==> config.mk <==
export PLATFORM = sky130hd
export DESIGN_NAME = load_align_unit
export DESIGN_NICKNAME = d
export VERILOG_FILES = /design/src/rtl/load_align_unit.sv
export SDC_FILE = /design/constraint.sdc
export NUM_CORES = 1
export LEC_CHECK = 0
export BUFFER_PORTS_ARGS = -buffer_cell sky130_fd_sc_hd__clkbuf_2
export CELL_PAD_IN_SITES_DETAIL_PLACEMENT = 0
export CELL_PAD_IN_SITES_GLOBAL_PLACEMENT = 1
export CORE_MARGIN = 2
export CORE_UTILIZATION = 42
export DETAILED_ROUTE_END_ITERATION = 6
export PLACE_DENSITY = 0.81
export SLEW_MARGIN = 10
export SYNTH_ARGS = -nofsm -noshare
export SYNTH_HDL_FRONTEND = slang
export SYNTH_SLANG_ARGS = --single-unit
==> constraint.sdc <==
create_clock -name clk -period 2.69 [get_ports clk]
set_clock_uncertainty 0.1 [all_clocks]
set_input_delay 0.269 -clock clk [delete_from_list [all_inputs] [get_ports clk]]
set_output_delay 0.269 -clock clk [all_outputs]
set_load 0.1 [all_outputs]
==> src/rtl/load_align_unit.sv <==
// Handshaked load data path: issues one or two aligned memory reads per load and
// returns the right-justified, sign- or zero-extended result with its tag.
module load_align_unit #(
  parameter int XLEN     = 32,
  parameter int ADDR_W   = 32,
  parameter int TAG_W    = 5,
  parameter bit SPLIT_EN = 1'b1
) (
  input  logic              clk,
  input  logic              rst_n,
  input  logic              req_valid,
  output logic              req_ready,
  input  logic [ADDR_W-1:0] req_addr,
  input  logic [2:0]        req_funct3,
  input  logic [TAG_W-1:0]  req_tag,
  output logic              mem_req_valid,
  input  logic              mem_req_ready,
  output logic [ADDR_W-1:0] mem_req_addr,
  input  logic              mem_resp_valid,
  input  logic [XLEN-1:0]   mem_resp_data,
  output logic              rsp_valid,
  input  logic              rsp_ready,
  output logic [XLEN-1:0]   rsp_data,
  output logic [TAG_W-1:0]  rsp_tag,
  output logic              rsp_misaligned,
  output logic              rsp_fault
);

  localparam int BYTES = XLEN / 8;
  localparam int OFF_W = $clog2(BYTES);

  typedef enum logic [2:0] {
    IDLE  = 3'd0,
    REQ0  = 3'd1,
    WAIT0 = 3'd2,
    REQ1  = 3'd3,
    WAIT1 = 3'd4,
    RESP  = 3'd5
  } state_t;

  state_t           state_r, state_s;
  logic [OFF_W-1:0] off_r;
  logic [2:0]       funct3_r;
  logic             cross_r;
  logic [XLEN-1:0]  beat0_r;
  logic [OFF_W-1:0] req_off_s;
  logic [4:0]       req_end_s;
  logic             req_cross_s, req_fault_s;
  logic [XLEN-1:0]  hi_s, lo_s, result_s;

  function automatic logic is_illegal(input logic [2:0] f3);
    logic bad;
    bad = (f3 == 3'b111);
    if (XLEN == 32) bad = bad | (f3 == 3'b011) | (f3 == 3'b110);
    else            bad = bad;
    return bad;
  endfunction

  // Keeps the low (8 << f3[1:0]) bits and fills the rest with sign or zero.
  function automatic logic [XLEN-1:0] format_load(input logic [XLEN-1:0] raw,
                                                  input logic [2:0] f3);
    logic [XLEN-1:0] val;
    int              nbits;
    logic            fill;
    nbits = 32'sd8 << f3[1:0];
    if (nbits > XLEN) nbits = XLEN;
    else              nbits = nbits;
    fill = ~f3[2] & raw[nbits-1];
    for (int i = 0; i < XLEN; i++) begin
      if (i >= nbits) val[i] = fill;
      else            val[i] = raw[i];
    end
    return val;
  endfunction

  // Request classification: offset, word-boundary crossing, fault.
  always_comb begin
    req_off_s   = req_addr[OFF_W-1:0];
    req_end_s   = 5'(req_off_s) + (5'd1 << req_funct3[1:0]);
    req_cross_s = (req_end_s > 5'(BYTES));
    req_fault_s = is_illegal(req_funct3) | (req_cross_s & ~SPLIT_EN);
  end

  // Merge window: second beat sits above the first; single-beat loads see zeros.
  always_comb begin
    if (state_r == WAIT1) begin
      hi_s = mem_resp_data;
      lo_s = beat0_r;
    end else begin
      hi_s = {XLEN{1'b0}};
      lo_s = mem_resp_data;
    end
    result_s = format_load(XLEN'({hi_s, lo_s} >> {off_r, 3'b000}), funct3_r);
  end

  // State register.
  always_ff @(posedge clk or negedge rst_n) begin
    if (!rst_n) state_r <= IDLE;
    else        state_r <= state_s;
  end

  // Next-state logic.
  always_comb begin
    state_s = state_r;
    case (state_r)
      IDLE: begin
        if (req_valid) state_s = req_fault_s ? RESP : REQ0;
        else           state_s = IDLE;
      end
      REQ0: begin
        if (mem_req_ready) state_s = WAIT0;
        else               state_s = REQ0;
      end
      WAIT0: begin
        if (mem_resp_valid) state_s = cross_r ? REQ1 : RESP;
        else                state_s = WAIT0;
      end
      REQ1: begin
        if (mem_req_ready) state_s = WAIT1;
        else               state_s = REQ1;
      end
      WAIT1: begin
        if (mem_resp_valid) state_s = RESP;
        else                state_s = WAIT1;
      end
      RESP: begin
        if (rsp_ready) state_s = IDLE;
        else           state_s = RESP;
      end
      default: state_s = IDLE;
    endcase
  end

  // Captured request, beat buffer and registered response fields.
  always_ff @(posedge clk or negedge rst_n) begin
    if (!rst_n) begin
      off_r          <= {OFF_W{1'b0}};
      funct3_r       <= 3'b000;
      cross_r        <= 1'b0;
      beat0_r        <= {XLEN{1'b0}};
      mem_req_addr   <= {ADDR_W{1'b0}};
      rsp_data       <= {XLEN{1'b0}};
      rsp_tag        <= {TAG_W{1'b0}};
      rsp_misaligned <= 1'b0;
      rsp_fault      <= 1'b0;
    end else begin
      case (state_r)
        IDLE: begin
          if (req_valid) begin
            off_r    <= req_off_s;
            funct3_r <= req_funct3;
            cross_r  <= req_cross_s;
            rsp_tag  <= req_tag;
            if (req_fault_s) begin
              rsp_fault      <= 1'b1;
              rsp_data       <= {XLEN{1'b0}};
              rsp_misaligned <= 1'b0;
            end else begin
              rsp_fault    <= 1'b0;
              mem_req_addr <= {req_addr[ADDR_W-1:OFF_W], {OFF_W{1'b0}}};
            end
          end
        end
        WAIT0: begin
          if (mem_resp_valid) begin
            beat0_r <= mem_resp_data;
            if (cross_r) begin
              mem_req_addr <= mem_req_addr + ADDR_W'(BYTES);
            end else begin
              rsp_data       <= result_s;
              rsp_misaligned <= 1'b0;
            end
          end
        end
        WAIT1: begin
          if (mem_resp_valid) begin
            rsp_data       <= result_s;
            rsp_misaligned <= 1'b1;
          end
        end
        default: begin
        end
      endcase
    end
  end

  assign req_ready     = (state_r == IDLE);
  assign mem_req_valid = (state_r == REQ0) || (state_r == REQ1);
  assign rsp_valid     = (state_r == RESP);

endmodule

==> key figures <==
Worst setup path
  – Top fanout value on the critical path: 6
  – Dominant delay contributor by cell family on the critical path: simple AND/OR/NAND/NOR gates
  – Delay of the slowest cell on the worst path: 0.79 ns
  – CP Launch Type: register
  – First element of the critical path: mem_req_addr[2]
  – Reg-to-reg critical path startpoint: mem_req_addr[2]
  – Number of buffers and inverters on the critical path: 0
  – Kind of end point of the critical path: register
  – Cell type of the slowest stage on the worst timing path: sky130_fd_sc_hd__or4b_2
  – Cell-by-cell trace of the critical path: ha_1 -> nand4_1 -> or4b_2 -> nor3_4 -> nand3_1 -> a21oi_1 -> a2bb2oi_1
  – Worst Path Required: 2.86 ns
  – CP arrival: 2.67 ns
  – Worst Path Class, Setup: reg -> reg

Yosys
  – Cell types occupying the most area after synthesis: sky130_fd_sc_hd__dfrtp_1, sky130_fd_sc_hd__mux2_2, sky130_fd_sc_hd__mux2i_1, sky130_fd_sc_hd__nand2_1, sky130_fd_sc_hd__mux4_2
  – Proportion of synthesized flip-flops having asynchronous set or reset: 100%
  – Synth area leader: sky130_fd_sc_hd__dfrtp_1
  – Synth warnings: 0
  – #FFs+latches synth: 110
  – Synthesized instance count: 666
  – Area fraction of the dominant cell type after synthesis: 42.0%
  – Count of flip-flops with a built-in enable after synthesis: 0
  – Leading register cell type out of synthesis: sky130_fd_sc_hd__dfrtp_1
  – Commonest cells in the synthesized netlist: sky130_fd_sc_hd__dfrtp_1, sky130_fd_sc_hd__nand2_1, sky130_fd_sc_hd__mux2i_1, sky130_fd_sc_hd__a21oi_1, sky130_fd_sc_hd__mux2_2
  – Sequential share of the synthesized area: 42.0%
  – Most repeated cell in the gate-level netlist after synthesis: sky130_fd_sc_hd__dfrtp_1
  – Synth Cell Area: 6550 sq um
  – Post-Synthesis Mean Instance Area: 9.84 sq um
  – Distinct cell type count after synthesis: 65

Hold path
  – Startpoint of the lowest-slack hold path: req_addr[2]
  – Class of the worst hold path: in -> reg

STA
  – Achievable Freq: 0.400 GHz
  – Relative max-transition margin: 29.8%
  – Hold violation count in the final report: 0
  – Clock period minus final worst setup slack: 2.50 ns
  – RSZ-0062 raised after global routing: false
  – Setup_tns: 0 ns
  – Final worst-path cycle share: 92.9%
  – Number of failing setup endpoints in the final timing report: 0
  – Worst Max-Slew Pin Slew: 1.05 ns
  – Number of slew-limit violations in the final report: 0

Die
  – Starting density of the core: 43.1%
  – Height of the die: 129 microns
  – Horizontal die dimension: 129 microns
  – Die area: 16,600 sq um
  – Cell row count: 45
  – Core area: 15,200 sq um
  – Number of I/O pins: 152

GRT
  – Total global routing track utilization: 21.5%
  – Global route overflow: 0
  – Initial antenna violation count: 1
  – Largest net degree at the start of global routing: 55
  – Vias in the first global route: 5,485
  – Wire length of the first global-routing pass: 28.3 mm

Clock network
  – CTS Root Cell: sky130_fd_sc_hd__clkbuf_16
  – Clock-pin slew reported for the worst setup and hold paths after clock tree synthesis: 0.08 ns
  – Clock tree from TritonCTS: done
  – CTS max path bufs: 2
  – Clk Latency, worst-skew pair: 0.35 ns
  – CTS sink cnt: 110
  – TritonCTS Buffers: 9
  – Maximum level of the CTS H-tree: 3
  – Post-cts resize count: 0

Run
  – Max-capacitance violation count: 0

Place
  – Detailed placement HPWL: 13.2 mm
  – Port bufs: 149
  – Final GP Congestion: 0.874

Routing
  – Number of violations reported at the end of detailed-routing iteration 0: 375
  – Average via count per standard cell: 5.81
  – Drt pass-1 iters: 5
  – Drc violations: 0
  – Wire length per cell: 17.9 microns
  – Total via count after detailed routing: 5,771
  – Count of nets left with antenna violations after detail routing: 0
  – Total Routed Length: 17.8 mm

Final layout
  – Number of fillers in the final layout: 1,415
  – Diode insertion count for antenna repair: 0
  – Post-layout nets: 884
  – Area added between synthesis and finish: 20.7%
  – Layout cells sized above 1: 33.9%

Status
  – Run status: completed
-- area by class of cell --
cell class	count	area [sq um]	area share [%]
tap	188	235	2.97
clock buffer	9	225	2.85
sequential	110	2770	35.0
timing repair buffer	174	976	12.3
clock inverter	7	96.3	1.22
inverter	12	45.0	0.570
multi-input combinational	494	3560	45.0
-- cell families (layout without fill, tap and decap cells) --
group	count (synthesis)	in the layout	share of synthesized area [%]
simple gates	193	193	13.9
flops	110	110	42.0
mux	112	112	20.5
xor+xnor	3	3	0.401
fa+ha+maj	5	5	1.07
other cells	1	2	0.0572
compound gates	179	179	18.0
buf+inv	63	202	4.11
-- path summary, 6_finish.rpt --
path / depth (start not counted) / slack [ns] / end
max in group asynchronous: 3 / 1.52 / beat0_r[29]
worst max register to register: 7 / 0.19 / mem_req_addr[26]
worst max-delay path: 7 / 0.19 / mem_req_addr[26]
worst min-delay path: 3 / 0.03 / mem_req_addr[2]
worst min register to register: 2 / 0.39 / rsp_data[7]
min in group asynchronous: 2 / 0.35 / rsp_tag[4]
-- routing by layer --
metal / wire (microns) / share of wire [%] / GRT usage (%)
met1: 8110 / 45 / 30.2
met2: 8240 / 46 / 33.7
met3: 1330 / 7.5 / 5.53
met4: 155 / 0.87 / 4.73
met5: 0 / 0 / 0
-- cells in the final DEF (no fill, tap or decap), types with 8 or more instances in the layout --
master / instances
sky130_fd_sc_hd__clkbuf_2: 148
sky130_fd_sc_hd__o21ai_0: 40
sky130_fd_sc_hd__dfrtp_1: 101
sky130_fd_sc_hd__and3_1: 8
sky130_fd_sc_hd__a21oi_1: 51
sky130_fd_sc_hd__buf_4: 22
sky130_fd_sc_hd__mux4_2: 12
sky130_fd_sc_hd__inv_1: 10
sky130_fd_sc_hd__mux2i_1: 52
sky130_fd_sc_hd__a2bb2oi_1: 11
sky130_fd_sc_hd__a31oi_1: 9
sky130_fd_sc_hd__mux2_2: 47
sky130_fd_sc_hd__a221o_1: 8
sky130_fd_sc_hd__clkbuf_16: 9
sky130_fd_sc_hd__nand3_1: 18
sky130_fd_sc_hd__nand2_1: 76
sky130_fd_sc_hd__nor2_1: 40
sky130_fd_sc_hd__o22ai_1: 12
sky130_fd_sc_hd__nor3_1: 13
-- worst reg2reg max path, stage by stage (launching register included) --
cell and delay [ns]:
sky130_fd_sc_hd__dfrtp_4 0.44, sky130_fd_sc_hd__ha_1 0.21, sky130_fd_sc_hd__nand4_1 0.16, sky130_fd_sc_hd__or4b_2 0.79
sky130_fd_sc_hd__nor3_4 0.25, sky130_fd_sc_hd__nand3_1 0.13, sky130_fd_sc_hd__a21oi_1 0.16, sky130_fd_sc_hd__a2bb2oi_1 0.18
-- state kept, by name, summed over array words and instances, names as in the netlist --
signal and flops:
rsp_fault 1, rsp_misaligned 1, rsp_tag 5, beat0_r 32, off_r 2, state_r 3, rsp_data 32, funct3_r 3
cross_r 1, mem_req_addr 30
-- per-stage QoR --
stage	cells	utilization [%]	setup slack, ns	instance area, sq um	hold slack [ns]
2_1_floorplan	667	-	0.00577	6580	-0.127
3_3_place_gp	977	49.8	0.308	7580	0.208
3_5_place_dp	977	49.8	0.207	7580	0.216
4_1_cts	994	52.0	0.190	7910	0.0183
5_1_grt	994	52.0	0.0472	7910	0.0366
6_report	994	52.0	0.192	7910	0.0340
-- repair_timing --
item                                   in CTS  in global routing
hold buffers                                1                  0
endpoints found under the hold margin      39                  0
setup buffers                               0                  0
setup endpoints to repair                   0                  0
Power is not shown: default switching activity piles up to over one toggle a cycle in this logic, so the estimate is an artifact.
